`src/rtl/carry_skip_pkg.sv`:
```
// rtl/carry_skip_pkg.sv - shared types and sizing helpers for the block-serial carry-skip adder
// Contents: FSM state enum, slice-count and skip-counter-width functions.
package carry_skip_pkg;

   typedef enum logic [1:0] {
      IDLE = 2'd0,
      RUN  = 2'd1,
      DONE = 2'd2
   } state_e;

   // Number of BLOCK-bit slices, which is also the number of RUN cycles.
   function automatic int nb(input int width, input int block);
      return width / block;
   endfunction

   // Skip counter must hold 0..nb inclusive.
   function automatic int cnt_w(input int n);
      return $clog2(n + 1);
   endfunction

endpackage

```
`src/rtl/carry_skip_seq_adder_if.sv`:
```
// rtl/carry_skip_seq_adder_if.sv - start/busy/done operand and result bundle
// master drives: start, A, B, Cin, sub
// slave drives : busy, done, S, Cout, V, skip_cnt
interface carry_skip_seq_adder_if
   import carry_skip_pkg::*;
#(
   parameter int WIDTH = 8,
   parameter int BLOCK = 4
);
   localparam int CW = cnt_w(nb(WIDTH, BLOCK));

   logic             start;
   logic [WIDTH-1:0] A;
   logic [WIDTH-1:0] B;
   logic             Cin;
   logic             sub;
   logic             busy;
   logic             done;
   logic [WIDTH-1:0] S;
   logic             Cout;
   logic             V;
   logic [CW-1:0]    skip_cnt;

   modport master (
      output start, A, B, Cin, sub,
      input  busy, done, S, Cout, V, skip_cnt
   );

   modport slave (
      input  start, A, B, Cin, sub,
      output busy, done, S, Cout, V, skip_cnt
   );

endinterface

```
`src/rtl/carry_skip_block.sv`:
```
// rtl/carry_skip_block.sv - one combinational BLOCK-bit carry-skip slice
// in : a, b (slice operands), cin (slice carry-in)
// out: s (slice sum), cout (skip-muxed carry-out), skip (all propagate bits set),
//      c_msb (carry into the slice's top bit)
module carry_skip_block #(
   parameter int BLOCK = 4
) (
   input  logic [BLOCK-1:0] a,
   input  logic [BLOCK-1:0] b,
   input  logic             cin,
   output logic [BLOCK-1:0] s,
   output logic             cout,
   output logic             skip,
   output logic             c_msb
);
   logic [BLOCK-1:0] p;
   logic [BLOCK-1:0] g;
   logic [BLOCK:0]   c;

   assign p = a ^ b;
   assign g = a & b;

   always_comb begin
      c    = '0;
      c[0] = cin;
      for (int i = 0; i < BLOCK; i++) begin
         c[i+1] = g[i] | (p[i] & c[i]);
      end
   end

   assign s     = p ^ c[BLOCK-1:0];
   assign skip  = &p;
   assign c_msb = c[BLOCK-1];
   // When every bit propagates, the slice carry-out equals its carry-in, so the
   // ripple chain can be bypassed.
   assign cout  = skip ? cin : c[BLOCK];

endmodule

```
`src/rtl/carry_skip_seq_adder.sv`:
```
// rtl/carry_skip_seq_adder.sv - WIDTH-bit add/subtract, one carry-skip slice per clock
// clk, rst_n : clock and asynchronous active-low reset
// bus (slave): start/A/B/Cin/sub in; busy/done/S/Cout/V/skip_cnt out
module carry_skip_seq_adder
   import carry_skip_pkg::*;
#(
   parameter int WIDTH = 8,
   parameter int BLOCK = 4
) (
   input  logic                 clk,
   input  logic                 rst_n,
   carry_skip_seq_adder_if.slave bus
);
   localparam int NB   = nb(WIDTH, BLOCK);
   localparam int CW   = cnt_w(NB);
   localparam int IDXW = (NB > 1) ? $clog2(NB) : 1;

   state_e           state_q, state_d;
   logic [WIDTH-1:0] a_q, a_d, b_q, b_d, sum_q, sum_d, s_q, s_d;
   logic             carry_q, carry_d, cout_q, cout_d, v_q, v_d;
   logic [IDXW-1:0]  idx_q, idx_d;
   logic [CW-1:0]    cnt_q, cnt_d, skip_q, skip_d;

   logic [BLOCK-1:0] sl_a, sl_b, sl_s;
   logic             sl_cout, sl_skip, sl_cmsb;
   logic [31:0]      base;
   logic [WIDTH-1:0] slice_mask;

   // Bit offset of the slice currently being processed.
   assign base       = 32'(idx_q) * BLOCK;
   assign slice_mask = WIDTH'({BLOCK{1'b1}}) << base;
   assign sl_a       = BLOCK'(a_q >> base);
   assign sl_b       = BLOCK'(b_q >> base);

   carry_skip_block #(.BLOCK(BLOCK)) u_block (
      .a     (sl_a),
      .b     (sl_b),
      .cin   (carry_q),
      .s     (sl_s),
      .cout  (sl_cout),
      .skip  (sl_skip),
      .c_msb (sl_cmsb)
   );

   always_ff @(posedge clk or negedge rst_n) begin
      if (!rst_n) begin
         state_q <= IDLE;
         a_q     <= '0;
         b_q     <= '0;
         sum_q   <= '0;
         carry_q <= 1'b0;
         idx_q   <= '0;
         cnt_q   <= '0;
         s_q     <= '0;
         cout_q  <= 1'b0;
         v_q     <= 1'b0;
         skip_q  <= '0;
      end else begin
         state_q <= state_d;
         a_q     <= a_d;
         b_q     <= b_d;
         sum_q   <= sum_d;
         carry_q <= carry_d;
         idx_q   <= idx_d;
         cnt_q   <= cnt_d;
         s_q     <= s_d;
         cout_q  <= cout_d;
         v_q     <= v_d;
         skip_q  <= skip_d;
      end
   end

   always_comb begin
      state_d = state_q;
      a_d     = a_q;
      b_d     = b_q;
      sum_d   = sum_q;
      carry_d = carry_q;
      idx_d   = idx_q;
      cnt_d   = cnt_q;
      s_d     = s_q;
      cout_d  = cout_q;
      v_d     = v_q;
      skip_d  = skip_q;

      case (state_q)
         IDLE, DONE: begin
            if (bus.start) begin
               // Subtract is A + ~B + 1, so B is inverted on capture and Cin is forced.
               a_d     = bus.A;
               b_d     = bus.B ^ {WIDTH{bus.sub}};
               carry_d = bus.sub ? 1'b1 : bus.Cin;
               sum_d   = '0;
               idx_d   = '0;
               cnt_d   = '0;
               state_d = RUN;
            end else begin
               state_d = IDLE;
            end
         end
         RUN: begin
            sum_d   = (sum_q & ~slice_mask) | (WIDTH'(sl_s) << base);
            carry_d = sl_cout;
            cnt_d   = cnt_q + CW'(sl_skip);
            idx_d   = idx_q + 1'b1;
            if (idx_q == IDXW'(NB - 1)) begin
               // Results publish on the RUN->DONE edge and hold until the next one.
               s_d     = sum_d;
               cout_d  = sl_cout;
               v_d     = sl_cmsb ^ sl_cout;
               skip_d  = cnt_d;
               state_d = DONE;
            end
         end
         default: state_d = IDLE;
      endcase
   end

   assign bus.busy     = (state_q == RUN);
   assign bus.done     = (state_q == DONE);
   assign bus.S        = s_q;
   assign bus.Cout     = cout_q;
   assign bus.V        = v_q;
   assign bus.skip_cnt = skip_q;

endmodule

```
`src/flat_wrapper.sv`:
```
// flat-port wrapper written by rule: the top's interface ports become plain ports
module carry_skip_seq_adder_flat import carry_skip_pkg::*;
#(
   parameter int WIDTH = 8,
   parameter int BLOCK = 4
)
  (clk, rst_n, bus_start, bus_A, bus_B, bus_Cin, bus_sub, bus_busy, bus_done, bus_S, bus_Cout, bus_V, bus_skip_cnt);
  carry_skip_seq_adder_if #(.WIDTH(WIDTH), .BLOCK(BLOCK)) bus_i ();
  input  logic clk;
  input  logic rst_n;
  input wire logic [$bits(bus_i.start)-1:0] bus_start;
  input wire logic [$bits(bus_i.A)-1:0] bus_A;
  input wire logic [$bits(bus_i.B)-1:0] bus_B;
  input wire logic [$bits(bus_i.Cin)-1:0] bus_Cin;
  input wire logic [$bits(bus_i.sub)-1:0] bus_sub;
  output wire logic [$bits(bus_i.busy)-1:0] bus_busy;
  output wire logic [$bits(bus_i.done)-1:0] bus_done;
  output wire logic [$bits(bus_i.S)-1:0] bus_S;
  output wire logic [$bits(bus_i.Cout)-1:0] bus_Cout;
  output wire logic [$bits(bus_i.V)-1:0] bus_V;
  output wire logic [$bits(bus_i.skip_cnt)-1:0] bus_skip_cnt;
  assign bus_i.start = bus_start;
  assign bus_i.A = bus_A;
  assign bus_i.B = bus_B;
  assign bus_i.Cin = bus_Cin;
  assign bus_i.sub = bus_sub;
  assign bus_busy = bus_i.busy;
  assign bus_done = bus_i.done;
  assign bus_S = bus_i.S;
  assign bus_Cout = bus_i.Cout;
  assign bus_V = bus_i.V;
  assign bus_skip_cnt = bus_i.skip_cnt;
  carry_skip_seq_adder #(.WIDTH(WIDTH), .BLOCK(BLOCK)) u_core (.clk(clk), .rst_n(rst_n), .bus(bus_i));
endmodule
```
`config.mk`:
```
export PLATFORM = sky130hd
export DESIGN_NAME = carry_skip_seq_adder_flat
export DESIGN_NICKNAME = d
export VERILOG_FILES = /design/src/rtl/carry_skip_pkg.sv /design/src/rtl/carry_skip_seq_adder_if.sv /design/src/rtl/carry_skip_block.sv /design/src/rtl/carry_skip_seq_adder.sv /design/src/flat_wrapper.sv
export SDC_FILE = /design/constraint.sdc
export NUM_CORES = 1
export LEC_CHECK = 0
export ABC_CLOCK_PERIOD_IN_PS = 5300
export CORE_ASPECT_RATIO = 2
export CORE_MARGIN = 4
export CORE_UTILIZATION = 50
export DETAILED_ROUTE_END_ITERATION = 16
export PLACE_DENSITY = 0.77
export SETUP_SLACK_MARGIN = 0.1
export SLEW_MARGIN = 20
export SYNTH_ARGS = -nofsm -noshare
export SYNTH_HDL_FRONTEND = slang
export SYNTH_HIERARCHICAL = 1
export SYNTH_SLANG_ARGS = --single-unit
```
`constraint.sdc`:
```
create_clock -name clk -period 5.3 [get_ports clk]
set_input_delay 1.06 -clock clk [delete_from_list [all_inputs] [get_ports clk]]
set_output_delay 1.06 -clock clk [all_outputs]
set_load 0.05 [all_outputs]
```
==> results.tsv, run 1 <==
metric	value	unit
crit_fanout	11	
synth.distinct_cells	29	
most-common-layout-cells	nand2_1, dfrtp_1, clkdlybuf4s50_1	
syn_avg_cell_area	10.1	sq um
crit_start	u_core/idx_q	
clock_path_buffers	2	
critPathKind	flop to flop	
grt_pass1_vias	1396	
r2r-end	u_core/carry_q	
max_clock_freq	323	MHz
hold_viol_final	0	
gp_congestion	0.813	
slew_headroom	57.7	%
area_growth	23.4	%
cts_setup_buffers	0	
drt-vias-per-instance	4.93	
final_antenna_net_count	0	
nets	250	
startpoint_type	flop	
setup_viol	0	
post_drt_wl_per_cell	12.5	um
stdcell_count	270	
final_util	64.0	%
io_buffer_count	34	
dp.final_hpwl	2580	um
antenna_cells	0	
grt_remaining_overflow	0	
row_count	31	
num-fill-cells	328	
critPathArrivalTime	3270	ps
synth-seq-cells	38	
ff2ff_setup_slack	2200	ps
cp_slowest_cell	dfrtp_1	
worst_ir_drop_vdd	0.000349	V
tns	0	ps
antenna_found_initial	0	
start_util	51.8	%
critPathRequiredTime	5480	ps
routed_wl	3390	um
drv_slew	0	
io-pin-count	35	
syn-num-nets	217	
seq_area	951	sq um
grt_setup_unrepaired	no	
dp.cells	262	
clock-sinks	38	
clock_latency	290	ps
slowest_delay	620	ps
ctsHoldBuffers	0	
worst_pin_slew	633	ps
yosysSeqAreaShare	50.3	%
r2r-start	u_core/idx_q	
coreArea	0.00365	sq mm
cts_buffers	5	
crit_path_end	u_core/carry_q	
ff2ff_path_depth	11	
clk_pin_slew	70	ps
drtPass1Iterations	4	
tritoncts	yes	
synthCells	187	
globalRouteTotalUtil	16.4	%
grt_max_degree	39	
fp.dieH	94.9	um
drv_cap	0	
drive_gt1_share	14.0	%
p_per_area	679	mW/mm^2
hold_class	flop to flop	
hold_slack	474	ps
final_common_cell	nand2_1	
finalCritPeriodShare	58.5	%
cts_resized	0	
total_leakage_power	0.00115	uW
drt_iter0_drc	28	
clock_skew	6.00	ps
status	finished, final reports clean	
period_needed	3100	ps
end_kind	flop	
path_cells	mux2_2 > inv_1 > fa_1 > inv_1 > fa_1 > inv_1 > fa_1 > inv_1 > fa_1 > mux2_4 > a221o_1	
die_area	0.00489	sq mm
grt_pass1_wl	5950	um
drc	0	
ys_warn_count	6	
vias	1330	
htree_num_levels	2	
die-width	51.5	um
root_buffer	clkbuf_8	
p_total	1580	uW
netlist_area	0.00189	sq mm
multiInputGateArea	821	sq um
[synthesized netlist by cell type (all sizes together)]
master	instances	share of area, %
nand2	57	11
dfrtp	38	50
o21ai	17	5.3
inv	16	3.2
mux2	9	5.6
xnor2	9	4.2
buf	8	2.9
ha	5	3.3
nand3	5	2.4
fa	4	4.2
nand2b	4	1.3
nor2	4	0.79
a21o	1	0.40
a21oi	1	0.26
a221o	1	0.53
a22o	1	0.46
a31oi	1	0.33
and2b	1	0.46
and4	1	0.60
clkbuf	1	0.26
nand3b	1	1.1
nor2b	1	0.33
or3b	1	0.46
[cell type report]
cell class,count,share of cell area [%]
clock inverters,1,0.215
flip-flops and latches,38,40.8
well taps,49,2.63
repair buffers,35,14.9
inverters,16,2.58
clock buffers,7,3.70
multi-input cells,124,35.2
[how the worst min path moves through the flow]
| stage | startpoint | end | slack, ps | cells after the start |
|---|---|---|---|---|
| floorplan | u_core/a_q[4] | u_core/a_q[4] | 440 | 2 |
| global placement | u_core/bus.S[0] | u_core/bus.S[0] | 460 | 2 |
| detailed placement | u_core/bus.S[2] | u_core/bus.S[2] | 460 | 2 |
| CTS | u_core/bus.S[2] | u_core/bus.S[2] | 480 | 2 |
| global route | u_core/bus.S[3] | u_core/bus.S[3] | 510 | 2 |
| finish | u_core/bus.S[2] | u_core/bus.S[2] | 470 | 2 |
[state kept, by name, indices dropped and copies added (netlist names)]
signal	count
u_core/state_q	2
u_core/bus.V	1
u_core/bus.S	8
u_core/sum_q	4
u_core/a_q	8
u_core/bus.skip_cnt	2
u_core/carry_q	1
u_core/bus.Cout	1
u_core/idx_q	1
u_core/cnt_q	2
u_core/b_q	8
[worst max-delay path: cells and delay by family, from the launching register on]
kind                       cells  cell delay [ps]
muxes                          2              710
DFF                            1              620
AOI/OAI and AO/OA              1              320
adders and majority gates      4             1050
buffers and inverters          4              290
[power by group]
group	internal [uW]	total (uW)	switching (uW)
Sequential	422	509	87.8
Combinational	341	875	534
Clock	105	199	94.0
[layer usage]
metal	wire, um	up-vias	GRT usage (%)
met5	0	-	0
li1	-	654	-
met4	93	0	10.1
met1	1190	636	15.9
met2	1980	32	30.1
met3	134	8	3.79
[cell families (layout without fill, tap and decap cells)]
logic type / count (synthesis) / count (layout) / share of synthesized area, %
AOI/OAI and AO/OA: 22 / 22 / 7.28
xor gates and xnor gates: 9 / 9 / 4.17
adders and majority gates: 9 / 9 / 7.55
buffers and inverters: 25 / 59 / 6.36
DFF: 38 / 38 / 50.3
muxes: 9 / 9 / 5.56
and+or+nand+nor: 75 / 75 / 18.7
[stage by stage]
stage | worst slack (ps) | cell area, sq um
2_1_floorplan | 2520 | 1890
3_3_place_gp | 2310 | 2240
3_5_place_dp | 2190 | 2240
4_1_cts | 2190 | 2330
5_1_grt | 2030 | 2330
6_report | 2200 | 2330
(Power assumes the default switching activity.)
==> run 2, diff against run 1 <==
--- a/config.mk
+++ b/config.mk
@@ -5,7 +5,7 @@
 export SDC_FILE = /design/constraint.sdc
 export NUM_CORES = 1
 export LEC_CHECK = 0
-export ABC_CLOCK_PERIOD_IN_PS = 5300
+export ABC_CLOCK_PERIOD_IN_PS = 3240
 export CORE_ASPECT_RATIO = 2
 export CORE_MARGIN = 4
 export CORE_UTILIZATION = 50
==> constraint.sdc (replaced) <==
create_clock -name clk -period 3.24 [get_ports clk]
set_input_delay 0.648 -clock clk [delete_from_list [all_inputs] [get_ports clk]]
set_output_delay 0.648 -clock clk [all_outputs]
set_load 0.05 [all_outputs]
==> results.tsv, run 2 (same netlist as run 1, synthesis figures left out) <==
metric	value	unit
drtPass1Iterations	2	
ctsHoldBuffers	0	
drt-vias-per-instance	4.86	
max_clock_freq	343	MHz
hold_class	flop to flop	
total_leakage_power	0.00117	uW
nets	253	
clock_path_buffers	2	
clk_pin_slew	70	ps
hold_slack	472	ps
clock_skew	5.08	ps
grt_pass1_vias	1332	
area_growth	25.5	%
cp_slowest_cell	dfrtp_1	
tritoncts	yes	
io_buffer_count	34	
path_cells	mux2_2 > inv_1 > fa_1 > inv_1 > fa_1 > inv_1 > fa_1 > inv_1 > fa_1 > mux2_4 > a221o_1	
routed_wl	3420	um
coreArea	0.00365	sq mm
final_common_cell	nand2_1	
critPathRequiredTime	3410	ps
drv_slew	0	
post_drt_wl_per_cell	12.5	um
setup_viol	0	
dp.final_hpwl	2700	um
cts_resized	0	
drt_iter0_drc	25	
num-fill-cells	312	
grt_remaining_overflow	0	
finalCritPeriodShare	90.1	%
io-pin-count	35	
row_count	31	
gp_congestion	0.811	
die-width	51.5	um
worst_pin_slew	674	ps
slew_headroom	55.1	%
vias	1328	
tns	0	ps
grt_setup_unrepaired	no	
stdcell_count	273	
root_buffer	clkbuf_8	
grt_pass1_wl	5780	um
drc	0	
status	finished, final reports clean	
drv_cap	0	
drive_gt1_share	15.2	%
dp.cells	265	
grt_max_degree	39	
crit_fanout	7	
fp.dieH	94.9	um
antenna_found_initial	0	
globalRouteTotalUtil	16.2	%
clock-sinks	38	
antenna_cells	0	
clock_latency	280	ps
startpoint_type	flop	
die_area	0.00489	sq mm
start_util	51.8	%
htree_num_levels	2	
hold_viol_final	0	
critPathKind	flop to flop	
slowest_delay	500	ps
period_needed	2920	ps
p_per_area	1120	mW/mm^2
final_antenna_net_count	0	
critPathArrivalTime	3090	ps
most-common-layout-cells	nand2_1, dfrtp_1, clkdlybuf4s50_1	
ff2ff_setup_slack	320	ps
cts_buffers	5	
worst_ir_drop_vdd	0.000499	V
end_kind	flop	
cts_setup_buffers	0	
## run 2: final cells by class
type                            count  area (sq um)  share of cell area (%)
Sequential cell                    38           951                    40.1
Timing Repair Buffer               38           370                    15.6
Clock buffer                        8           110                    4.64
Multi-Input combinational cell    124           818                    34.5
Inverter                           16          60.1                    2.53
Tap cell                           49          61.3                    2.59
## run 2: power breakdown
part | switching (uW) | internal, uW
clock | 153 | 215
sequential | 139 | 690
combinational | 876 | 572
total | 1170 | 1480
## run 2: per-stage QoR
stage / area [sq um] / setup slack [ps] / power, uW / util [%]
after floorplan: 1890 / 455 / 1910 / -
after global placement: 2260 / 396 / 2250 / 62.0
after detailed placement: 2260 / 327 / 2300 / 62.0
after CTS: 2370 / 325 / 2680 / 65.0
after global routing: 2370 / 159 / 2880 / 65.0
final: 2370 / 322 / 2650 / 65.0
## run 2: path summary, 6_finish.rpt
path                              endpoint  cells past startpoint       startpoint
setup / recovery            u_core/carry_q                     11     u_core/idx_q
max in group asynchronous    u_core/a_q[3]                      2            rst_n
setup reg to reg            u_core/carry_q                     11     u_core/idx_q
hold reg to reg            u_core/bus.S[0]                      2  u_core/bus.S[0]
hold / removal             u_core/bus.S[0]                      2  u_core/bus.S[0]
min in group asynchronous  u_core/cnt_q[1]                      2            rst_n
## run 2: worst max-delay path, delay by kind of cell (launching register included)
kind	cells	cell delay [ps]
DFF	1	500
buffers and inverters	4	290
muxes	2	680
adders and majority gates	4	1030
AOI/OAI and AO/OA	1	310
## run 2: metal layers
metal	global-route usage, %	part of all wire (%)
met1	16.5	35
met2	29.4	59
met3	2.84	3.0
met4	10.1	2.6
met5	0	0
==> run 3, diff against run 2 <==
--- a/config.mk
+++ b/config.mk
@@ -5,12 +5,12 @@
 export SDC_FILE = /design/constraint.sdc
 export NUM_CORES = 1
 export LEC_CHECK = 0
-export ABC_CLOCK_PERIOD_IN_PS = 3240
+export ABC_CLOCK_PERIOD_IN_PS = 2500
 export CORE_ASPECT_RATIO = 2
 export CORE_MARGIN = 4
-export CORE_UTILIZATION = 50
+export CORE_UTILIZATION = 45
 export DETAILED_ROUTE_END_ITERATION = 16
-export PLACE_DENSITY = 0.77
+export PLACE_DENSITY = 0.73
 export SETUP_SLACK_MARGIN = 0.1
 export SLEW_MARGIN = 20
 export SYNTH_ARGS = -nofsm -noshare
==> constraint.sdc (replaced) <==
create_clock -name clk -period 2.5 [get_ports clk]
set_input_delay 0.5 -clock clk [delete_from_list [all_inputs] [get_ports clk]]
set_output_delay 0.5 -clock clk [all_outputs]
set_load 0.05 [all_outputs]
==> results.tsv, run 3 (same netlist as run 1, synthesis figures left out) <==
metric	value	unit
slew_headroom	61.2	%
max_clock_freq	368	MHz
root_buffer	clkbuf_8	
clock_skew	2.62	ps
die-width	53.8	um
cts_buffers	5	
die_area	0.00536	sq mm
globalRouteTotalUtil	14.7	%
htree_num_levels	2	
ff2ff_path_depth	11	
ff2ff_setup_slack	-220	ps
critPathArrivalTime	2890	ps
grt_setup_unrepaired	yes	
grt_remaining_overflow	0	
hold_class	flop to flop	
routed_wl	3430	um
critPathRequiredTime	2670	ps
critPathKind	flop to flop	
vias	1338	
drc	0	
slowest_delay	440	ps
crit_fanout	4	
multiInputGateArea	836	sq um
drtPass1Iterations	2	
coreArea	0.00409	sq mm
drt-vias-per-instance	4.71	
clkPwrFrac	11.9	%
r2r-end	u_core/carry_q	
status	complete, but fails checks	
clk_pin_slew	70	ps
io_buffer_count	34	
dp.cells	271	
p_seq_share	29.3	%
final_util	59.7	%
drv_slew	0	
clock_path_buffers	2	
dpl_worst_slack	-215	ps
path_cells	mux2_4 > inv_2 > fa_2 > inv_2 > fa_2 > inv_2 > fa_2 > inv_2 > fa_2 > mux2_4 > a221o_1	
fp.dieH	99.6	um
nets	261	
grt_max_degree	39	
antenna_cells	0	
drv_cap	0	
final_antenna_net_count	0	
net-switching-power	1580	uW
cp_slowest_cell	dfrtp_2	
p_total	3630	uW
hold_viol_final	0	
min_to	u_core/bus.S[2]	
stdcell_count	284	
period_needed	2720	ps
dp.final_hpwl	2660	um
tritoncts	yes	
grt_pass1_wl	5650	um
seq_area	952	sq um
p_per_area	1490	mW/mm^2
hold_path_depth	2	
area_growth	29.1	%
final_common_cell	nand2_1	
p_comb_share	58.8	%
intPower	2050	uW
clock_latency	290	ps
drive_gt1_share	22.8	%
antenna_found_initial	0	
post_drt_wl_per_cell	12.1	um
total_leakage_power	0.00120	uW
switching_share	43.6	%
r2r-start	u_core/idx_q	
worst_pin_slew	582	ps
gp_congestion	0.778	
finalCritPeriodShare	109	%
io-pin-count	35	
drt_iter0_drc	11	
setup_viol	3	
row_count	33	
most-common-layout-cells	nand2_1, dfrtp_1, clkdlybuf4s50_1	
grt_pass1_vias	1306	
failed_checks	negative setup slack	
clock-sinks	38	
num-fill-cells	352	
start_util	46.2	%
end_kind	flop	
layout_setup_ws	-220	ps
min_from	u_core/bus.S[2]	
worst_ir_drop_vdd	0.000762	V
startpoint_type	flop	
## run 3: cell count changes in the layout (fill, tap and decap cells not counted), moves of 2 or more
cell      before  now
buf_4          4   12
clkbuf_8       8    6
fa_1           4    0
fa_2           0    4
inv_1         14    8
inv_2          2    8
mux2_2         8    6
mux2_4         1    3
o21ai_0       13   11
o21ai_1        0    2
## run 3: worst max path at each step
stage | slack, ps | from | depth (start not counted) | endpoint
final | -220 | u_core/idx_q | 11 | u_core/carry_q
after global routing | -290 | u_core/idx_q | 11 | u_core/carry_q
after CTS | -210 | u_core/idx_q | 11 | u_core/carry_q
after detailed placement | -220 | u_core/idx_q | 11 | u_core/carry_q
after global placement | -160 | u_core/idx_q | 11 | u_core/carry_q
after floorplan | -200 | u_core/idx_q | 12 | u_core/carry_q
## run 3: layout make-up
type / count / share of cell area [%]
Inverter: 16 / 2.46
Tap cell: 52 / 2.67
Clock buffer: 6 / 3.39
Multi-Input combinational cell: 124 / 34.3
Timing Repair Buffer: 46 / 17.7
Clock inverter: 2 / 0.513
Sequential cell: 38 / 39.0
## run 3: power by group through the flow
stage,clock (uW),sequential [uW],combinational (uW)
after floorplan,0,1300,1250
after global placement,0,1070,1970
after detailed placement,0,1080,2010
after CTS,445,1070,2120
after global routing,463,1090,2350
final,433,1060,2130
## run 3: per-layer routing
metal	track usage, %	vias up	part of all wire (%)	wire, um
li1	-	670	-	-
met1	14.7	635	36	1240
met2	26.3	27	57	1970
met3	2.70	6	3.5	121
met4	8.86	0	2.9	101
met5	0	-	0	0
## run 3: metrics by stage
stage,setup TNS (ps),hold WS [ps],cell area (sq um)
final,-452,473,2440
after global routing,-706,500,2440
after CTS,-332,480,2430
after detailed placement,-327,462,2300
after global placement,-231,457,2300
after floorplan,-298,204,1910
## run 3: worst max-delay path: cells and delay by family (launching register included)
| kind | cells | cell delay [ps] |
|---|---|---|
| flops | 1 | 440 |
| mux | 2 | 610 |
| compound gates | 1 | 320 |
| fa+ha+maj | 4 | 1030 |
| buf+inv | 4 | 210 |
## run 3: timing repair
action / CTS / global route
endpoints found under the setup margin: 5 / 5
setup buffers: 4 / 1
resized for setup: 2 / 1
hold endpoints to repair: 0 / 0
pin swaps: 2 / 1
hold buffers: 0 / 0
